[src/rtl/afu_cmd_engine.sv]
// PSL command engine: allocates tags, issues commands against a credit counter, retires responses.
// Optional build macro PARITY_CHECK_EN enables checking of ha_rtagpar on incoming responses.
module afu_cmd_engine (
    input  logic        ha_pclock,
    input  logic        ha_reset,
    input  logic        req_valid,
    input  logic [12:0] req_com,
    input  logic [63:0] req_ea,
    input  logic [11:0] req_size,
    output logic        req_ready,
    input  logic        flush,
    output logic        flush_done,
    output logic        ah_cvalid,
    output logic [7:0]  ah_ctag,
    output logic        ah_ctagpar,
    output logic [12:0] ah_com,
    output logic        ah_compar,
    output logic [2:0]  ah_cabt,
    output logic [63:0] ah_cea,
    output logic        ah_ceapar,
    output logic [15:0] ah_cch,
    output logic [11:0] ah_csize,
    input  logic [7:0]  ha_croom,
    input  logic        ha_rvalid,
    input  logic [7:0]  ha_rtag,
    input  logic        ha_rtagpar,
    input  logic [7:0]  ha_response,
    input  logic [8:0]  ha_rcredits,
    output logic        done_valid,
    output logic [7:0]  done_tag,
    output logic [7:0]  done_response,
    output logic        err,
    output logic [5:0]  outstanding
);

    typedef enum logic [1:0] {StInit, StRun, StFlush} state_t;

    state_t      r_state;
    logic [31:0] r_busy;
    logic [8:0]  r_credits;
    logic        r_cvalid;
    logic [7:0]  r_ctag;
    logic        r_ctagpar;
    logic [12:0] r_com;
    logic        r_compar;
    logic [63:0] r_cea;
    logic        r_ceapar;
    logic [11:0] r_csize;
    logic        r_done_valid;
    logic [7:0]  r_done_tag;
    logic [7:0]  r_done_resp;
    logic        r_err;
    logic        r_flush_done;

    logic [4:0]  w_alloc_tag;
    logic        w_any_free;
    logic        w_accept;
    logic        w_rsp;
    logic        w_tag_busy;
    logic        w_par_ok;
    logic        w_rsp_good;
    logic        w_rsp_bad;
    logic [31:0] w_busy_d;
    logic [10:0] w_rc_ext;
    logic [10:0] w_credit_sum;
    logic        w_sat_lo;
    logic        w_sat_hi;
    logic [8:0]  w_credits_d;
    logic [5:0]  w_outstanding;

    // Lowest-numbered free tag wins; scanning downwards leaves the smallest index last.
    always_comb begin
        w_alloc_tag = 5'd0;
        w_any_free  = 1'b0;
        for (int i = 31; i >= 0; i--) begin
            if (!r_busy[i]) begin
                w_alloc_tag = 5'(i);
                w_any_free  = 1'b1;
            end
        end
    end

    always_comb begin
        w_outstanding = 6'd0;
        for (int i = 0; i < 32; i++) begin
            w_outstanding = w_outstanding + {5'd0, r_busy[i]};
        end
    end

    assign req_ready  = (r_state == StRun) && (r_credits != 9'd0) && w_any_free;
    assign w_accept   = req_valid && req_ready;
    assign w_rsp      = ha_rvalid && (r_state != StInit);
    assign w_tag_busy = (ha_rtag[7:5] == 3'b000) && r_busy[ha_rtag[4:0]];

`ifdef PARITY_CHECK_EN
    assign w_par_ok   = ^{ha_rtag, ha_rtagpar};
`else
    assign w_par_ok   = ha_rtagpar | 1'b1;
`endif

    assign w_rsp_good = w_rsp && w_tag_busy && w_par_ok;
    assign w_rsp_bad  = w_rsp && !(w_tag_busy && w_par_ok);

    // A response frees its tag in the same update that may allocate a different one.
    always_comb begin
        w_busy_d = r_busy;
        if (w_accept) begin
            w_busy_d[w_alloc_tag] = 1'b1;
        end
        if (w_rsp_good) begin
            w_busy_d[ha_rtag[4:0]] = 1'b0;
        end
    end

    // 11-bit signed sum covers -257..510 so both saturation bounds are visible.
    assign w_rc_ext     = w_rsp ? {{2{ha_rcredits[8]}}, ha_rcredits} : 11'd0;
    assign w_credit_sum = {2'b00, r_credits} + w_rc_ext - {10'd0, w_accept};
    assign w_sat_lo     = w_credit_sum[10];
    assign w_sat_hi     = !w_credit_sum[10] && (w_credit_sum[9:8] != 2'b00);

    always_comb begin
        w_credits_d = w_credit_sum[8:0];
        if (w_sat_lo) begin
            w_credits_d = 9'd0;
        end else if (w_sat_hi) begin
            w_credits_d = 9'd255;
        end
    end

    always_ff @(posedge ha_pclock) begin
        if (ha_reset) begin
            r_state      <= StInit;
            r_busy       <= 32'd0;
            r_credits    <= 9'd0;
            r_cvalid     <= 1'b0;
            r_ctag       <= 8'd0;
            r_ctagpar    <= 1'b1;
            r_com        <= 13'd0;
            r_compar     <= 1'b1;
            r_cea        <= 64'd0;
            r_ceapar     <= 1'b1;
            r_csize      <= 12'd0;
            r_done_valid <= 1'b0;
            r_done_tag   <= 8'd0;
            r_done_resp  <= 8'd0;
            r_err        <= 1'b0;
            r_flush_done <= 1'b0;
        end else begin
            r_flush_done <= 1'b0;
            r_cvalid     <= w_accept;
            r_done_valid <= w_rsp_good;
            r_err        <= w_rsp_bad || ((r_state != StInit) && (w_sat_lo || w_sat_hi));
            r_busy       <= w_busy_d;
            if (w_rsp_good) begin
                r_done_tag  <= ha_rtag;
                r_done_resp <= ha_response;
            end
            if (w_accept) begin
                r_ctag    <= {3'b000, w_alloc_tag};
                r_ctagpar <= ~^w_alloc_tag;
                r_com     <= req_com;
                r_compar  <= ~^req_com;
                r_cea     <= req_ea;
                r_ceapar  <= ~^req_ea;
                r_csize   <= req_size;
            end
            case (r_state)
                StInit: begin
                    r_credits <= {1'b0, ha_croom};
                    r_state   <= StRun;
                end
                StRun: begin
                    r_credits <= w_credits_d;
                    if (flush) begin
                        r_state <= StFlush;
                    end
                end
                StFlush: begin
                    r_credits <= w_credits_d;
                    if (r_busy == 32'd0) begin
                        r_flush_done <= 1'b1;
                        r_state      <= StRun;
                    end
                end
                default: r_state <= StInit;
            endcase
        end
    end

    assign ah_cvalid     = r_cvalid;
    assign ah_ctag       = r_ctag;
    assign ah_ctagpar    = r_ctagpar;
    assign ah_com        = r_com;
    assign ah_compar     = r_compar;
    assign ah_cabt       = 3'b000;
    assign ah_cea        = r_cea;
    assign ah_ceapar     = r_ceapar;
    assign ah_cch        = 16'h0000;
    assign ah_csize      = r_csize;
    assign done_valid    = r_done_valid;
    assign done_tag      = r_done_tag;
    assign done_response = r_done_resp;
    assign err           = r_err;
    assign flush_done    = r_flush_done;
    assign outstanding   = w_outstanding;

endmodule

[config.mk]
export PLATFORM = sky130hd
export DESIGN_NAME = afu_cmd_engine
export DESIGN_NICKNAME = d
export VERILOG_FILES = /design/src/rtl/afu_cmd_engine.sv
export SDC_FILE = /design/constraint.sdc
export NUM_CORES = 1
export LEC_CHECK = 0
export ABC_AREA = 1
export ABC_CLOCK_PERIOD_IN_PS = 6300
export CAP_MARGIN = 10
export CELL_PAD_IN_SITES_DETAIL_PLACEMENT = 0
export CELL_PAD_IN_SITES_GLOBAL_PLACEMENT = 2
export CORE_UTILIZATION = 24
export CTS_BUF_LIST = sky130_fd_sc_hd__clkbuf_4 sky130_fd_sc_hd__clkbuf_8
export DETAILED_ROUTE_END_ITERATION = 8
export PLACE_DENSITY = 0.79
export SLEW_MARGIN = 20
export SYNTH_ARGS = -nofsm -noshare
export SYNTH_HDL_FRONTEND = slang
export SYNTH_SLANG_ARGS = --single-unit
export TNS_END_PERCENT = 10
[constraint.sdc]
create_clock -name ha_pclock -period 6.3 [get_ports ha_pclock]
set_input_delay 1.89 -clock ha_pclock [delete_from_list [all_inputs] [get_ports ha_pclock]]
set_output_delay 1.89 -clock ha_pclock [all_outputs]
set_load 0.03 [all_outputs]
# Word-level counts from Yosys, hierarchy flattened
# Cells that the tools add are included.
dict set report classes {
  n_reduce_logical 28
  eq_ne 4
  add_sub_neg 33
  bitwise_logic 4
  muxes 80
  magnitude_cmp 4
}
# operator count
set op_table {}
lappend op_table {{$mux 5} 32}
lappend op_table {{$add 6x1->6} 26}
lappend op_table {{$mux 32} 2}
lappend op_table {{$reduce_xnor 64->1} 1}
lappend op_table {{$mux 1} 36}
lappend op_table {{$and 32x32->32} 1}
lappend op_table {{$logic_not 32->1} 1}
lappend op_table {{$not 32->32} 1}
lappend op_table {{$or 32x32->32} 1}
lappend op_table {{$mux 9} 2}
lappend op_table {{$pmux 9 s2} 1}
lappend op_table {{$reduce_xnor 13->1} 1}
lappend op_table {{$lt 5x6->1 const B} 2}
lappend op_table {{$add 9x11->11} 1}
lappend op_table {{$logic_and 1x1->1} 11}
lappend op_table {{$mux 11} 1}
lappend op_table {{$sub 11x1->11} 1}
lappend op_table {{$demux 1 s5} 2}
lappend op_table {{$ge 5x1->1 const B} 2}
lappend op_table {{$reduce_bool 9->1} 1}
lappend op_table {{$add 5x1->6} 1}
lappend op_table {{$pmux 2 s3} 1}
lappend op_table {{$reduce_bool 2->1} 3}
lappend op_table {{$add 4x1->5} 1}
lappend op_table {{16 further kinds} 21}
dict set report totals {
  register_bits 160
  out_inout_bits 146
  in_bits 128
}

# Logic depth before layout (Yosys ltp)
dict set report logic_depth {
  depth_word 40
  ltp_mapped 38
  mapped_depth_nobuf 38
}

# Least setup slack after synthesis
# Ideal clock, no wire load.
dict set report synth_path {
  kind {reg2out}
  from {register r_busy[23]}
  to {output port outstanding[4]}
  path_stages_with_launch 16
  required_time_ns 4.410
  setup_slack_ns -0.260
  arrival_time_ns 4.670
  path_cell_list {dfxtp_1 inv_1 fa_1 fa_1 inv_1 fa_1 inv_1 fa_1 fa_1 fa_1 inv_1 ha_1 inv_1 fa_1 o21ai_0 xor2_1}
}
dict set report synth_between {
  elab_chain_cells 9
}
# element line_no
set synth_rtl {}
lappend synth_rtl {{start: declaration} 39} ;# logic [31:0] r_busy;
lappend synth_rtl {{start signal: assignment} 153} ;# r_busy <= w_busy_d;
lappend synth_rtl {{$add 6x1->6 (9 in a row)} 86} ;# w_outstanding = w_outstanding + {5'd0, r_busy[i]};
lappend synth_rtl {{end: declaration} 33} ;# output logic [5:0] outstanding
# Every way passes these cells.

# Worst setup path in the final report
dict set report layout_path {
  from {register r_busy[17]}
  to {output port outstanding[4]}
}
dict set report layout_between {
  elab_chain_cells 15
}
# element line_no
set layout_rtl {}
lappend layout_rtl {{$add 6x1->6 (15 in a row)} 86}
# Every way passes these cells.

==> reports/results.ini <==
[power]
peakVddDrop_v = 0.000155
p_per_area_nw_per_um2 = 300
p_total_mw = 3.71
p_leak_nw = 4.64

[cells_and_area]
seq_area_um2 = 3210
syn_to_final_growth_pct = 40.9
nFillCells = 3841
antenna_cells = 0
final_nets = 1577
final_common_cell = nand2_1
multi_input_area_um2 = 4870
stdcell_count = 1861
postLayoutCoreUtil_pct = 34.5
layout_common_cells = nand2_1, clkdlybuf4s50_1, dfxtp_1
drive_gt1_share_pct = 8.57

[critical_path]
path_max_fanout = 2
worstReg2RegStart = r_busy[16]$_SDFF_PP0_
crit_path_end_kind = output port
path_class = reg -> out
arrival_ns = 5.11
cp.required_ns = 4.41
r2r_end = r_credits[6]$_SDFFE_PP0P_
crit_end = outstanding[4]
reg2reg_slack_ns = 1.42
setup.worst_path.start_class = register
crit_path_start = r_busy[17]$_SDFF_PP0_
reg2regPathDepth = 25

[clock_network]
cts_sinks = 160
cts.path.max_buffers = 2
cts_buffers = 17
clk_latency_ns = 0.50
post_cts_buffers = 0
cts_root_buf = clkbuf_8
htreeDepth = 4
postCtsHoldBufs = 0
cts_tree = done
clk_pin_slew_ns = 0.09

[drt]
ant_nets = 0
drt_iter0_markers = 557
drc = 2
finalWirelength_mm = 29.9
firstDrtPassIters = 7
dr_total_vias = 8239
wire_per_inst_um = 16.1
drt-vias-per-instance = 4.43

[place]
portBuffers = 250
gp_congestion = 0.883
dpl.hpwl_mm = 22.2
placedCellCount = 1829

[timing]
worst_slew_pin_slew_ns = 1.06
rsz0062_at_grt = true
max_freq_mhz = 143
fin_crit_ns = 7.00
fin_ws_ns = -0.701
clock_skew_ns = 0.0224
period_share_pct = 111
setup-tns-final_ns = -2.97
drv_slew = 0
slew_headroom_pct = 29.3
setup_viol = 5
hold_violations = 0

[global_route]
grt_max_degree = 88
antenna_found_initial = 0
grtUsageTotal_pct = 15.9
grt_pass1_vias = 7929
grt_pass1_wl_mm = 44.8
grt-ovfl-total = 0

[synthesis]
yosysWarnings = 0
synth_edf_count = 0
synth.yosys.seq_area_share_pct = 36.6
synthesis.area_um2 = 8760
syn_area_per_cell_um2 = 7.82
synth_cell_types = 44
async_flop_share_pct = 0
ys_seq_elements = 160
ys.flop_type = dfxtp_1
netlist_instances = 1120

[worst_hold_path]
hold_class = reg -> reg

[floorplan]
core_area_um2 = 35700
die-area_um2 = 37300
die_x_um = 193
ios = 274
rows = 69
fp.dieH_um = 193
start_util_pct = 24.5

[run]
cap_violations = 0

[run_status]
violations = DRC, setup timing
status = finished with violations

==> through the flow <==
stage	hold WS, ns	setup slack (ns)	area, µm²
3_5_place_dp	0.431	-0.494	11900
5_1_grt	0.482	-0.892	12300
4_1_cts	0.448	-0.723	12300
6_report	0.448	-0.701	12300
3_3_place_gp	0.429	-0.478	11900
2_1_floorplan	0.483	-0.110	8860
==> synth_stat cells, types with 2 or more instances <==
| master | number | area [µm²] |
|---|---|---|
| fa_1 | 26 | 521 |
| xor2_1 | 24 | 210 |
| a211oi_1 | 25 | 188 |
| nand2_2 | 2 | 12.5 |
| a221oi_1 | 15 | 131 |
| ha_1 | 36 | 450 |
| inv_2 | 7 | 26.3 |
| or2_2 | 3 | 18.8 |
| nor3_1 | 16 | 80.1 |
| a21oi_1 | 143 | 716 |
| nor3_2 | 2 | 20.0 |
| nand2_1 | 271 | 1020 |
| o22ai_1 | 8 | 50.1 |
| xnor2_1 | 59 | 517 |
| buf_2 | 13 | 65.1 |
| nand3_2 | 2 | 20.0 |
| a22oi_1 | 4 | 30.0 |
| nor4_1 | 11 | 68.8 |
| a22o_1 | 2 | 17.5 |
| buf_4 | 29 | 218 |
| o221ai_1 | 3 | 26.3 |
| nand3_1 | 19 | 95.1 |
| nor2_1 | 44 | 165 |
| clkbuf_1 | 23 | 86.3 |
| nor2_2 | 4 | 25.0 |
| inv_1 | 109 | 409 |
| nand4_1 | 7 | 43.8 |
| o21ai_1 | 5 | 25.0 |
| dfxtp_1 | 160 | 3200 |
| o21ai_0 | 33 | 165 |
| a31oi_1 | 2 | 12.5 |
==> power breakdown <==
part,switching [mW],internal (mW)
logic,1.01,0.653
clock network,0.447,0.383
registers,0.0659,1.15
total,1.52,2.18
==> how the worst min path moves through the flow <==
stage	start	endpoint	slack, ns	cells past startpoint
4_1_cts	done_tag[6]$_SDFFE_PP0P_	done_tag[6]$_SDFFE_PP0P_	0.45	2
6_report	done_tag[6]$_SDFFE_PP0P_	done_tag[6]$_SDFFE_PP0P_	0.45	2
3_5_place_dp	done_tag[6]$_SDFFE_PP0P_	done_tag[6]$_SDFFE_PP0P_	0.43	2
3_3_place_gp	done_tag[6]$_SDFFE_PP0P_	done_tag[6]$_SDFFE_PP0P_	0.43	2
5_1_grt	done_tag[6]$_SDFFE_PP0P_	done_tag[6]$_SDFFE_PP0P_	0.48	2
2_1_floorplan	r_credits[5]$_SDFFE_PP0P_	r_credits[5]$_SDFFE_PP0P_	0.48	2
==> what timing repair did <==
action	4_1_cts	5_1_grt
pin swaps	8	4
endpoints found under the setup margin	6	6
cloned	0	0
gates resized for setup	14	4
==> critical path: stages (launching register included) <==
cell and delay, ns:
dfxtp_2 0.34, fa_1 0.56, inv_2 0.04, fa_1 0.49
inv_1 0.04, fa_1 0.47, inv_1 0.05, fa_1 0.47
fa_1 0.51, fa_1 0.41, inv_1 0.10, ha_4 0.12
inv_1 0.04, buf_4 0.12, fa_2 0.36, o21ai_2 0.20
xor2_2 0.15, buf_6 0.14
==> registers in the layout, indices dropped and copies added, names as in the netlist, 5 cells and up <==
signal,flops
ah_cea,64
ah_com,13
ah_csize,12
ah_ctag,5
done_response,8
done_tag,8
r_busy,32
r_credits,9
==> kinds of logic (layout without fill, tap and decap cells) <==
| kind of cell | Yosys count | in the layout | synth area share (%) |
|---|---|---|---|
| buffers and inverters | 182 | 441 | 9.23 |
| AO/OA/AOI/OAI | 249 | 249 | 16.5 |
| AND/OR/NAND/NOR | 383 | 383 | 18.3 |
| other | 1 | 22 | 0.0428 |
| XOR/XNOR | 83 | 83 | 8.30 |
| adder cells (fa/ha/maj) | 62 | 62 | 11.1 |
| flip-flops | 160 | 160 | 36.6 |
==> final cells by class <==
cell class | instances | share of cell area, %
Sequential cell | 160 | 26.0
Inverter | 117 | 3.57
Multi-Input combinational cell | 799 | 39.5
Clock buffer | 20 | 2.13
Tap cell | 461 | 4.67
Clock inverter | 12 | 1.20
Timing Repair Buffer | 292 | 23.0
==> routing by layer <==
metal	vias up	global-route usage, %	share of wire, %
li1	4177	-	-
met1	3798	20.3	44
met2	239	25.7	48
met3	25	4.36	6.5
met4	0	5.44	1.8
met5	-	0	0
(Power assumes the default switching activity.)
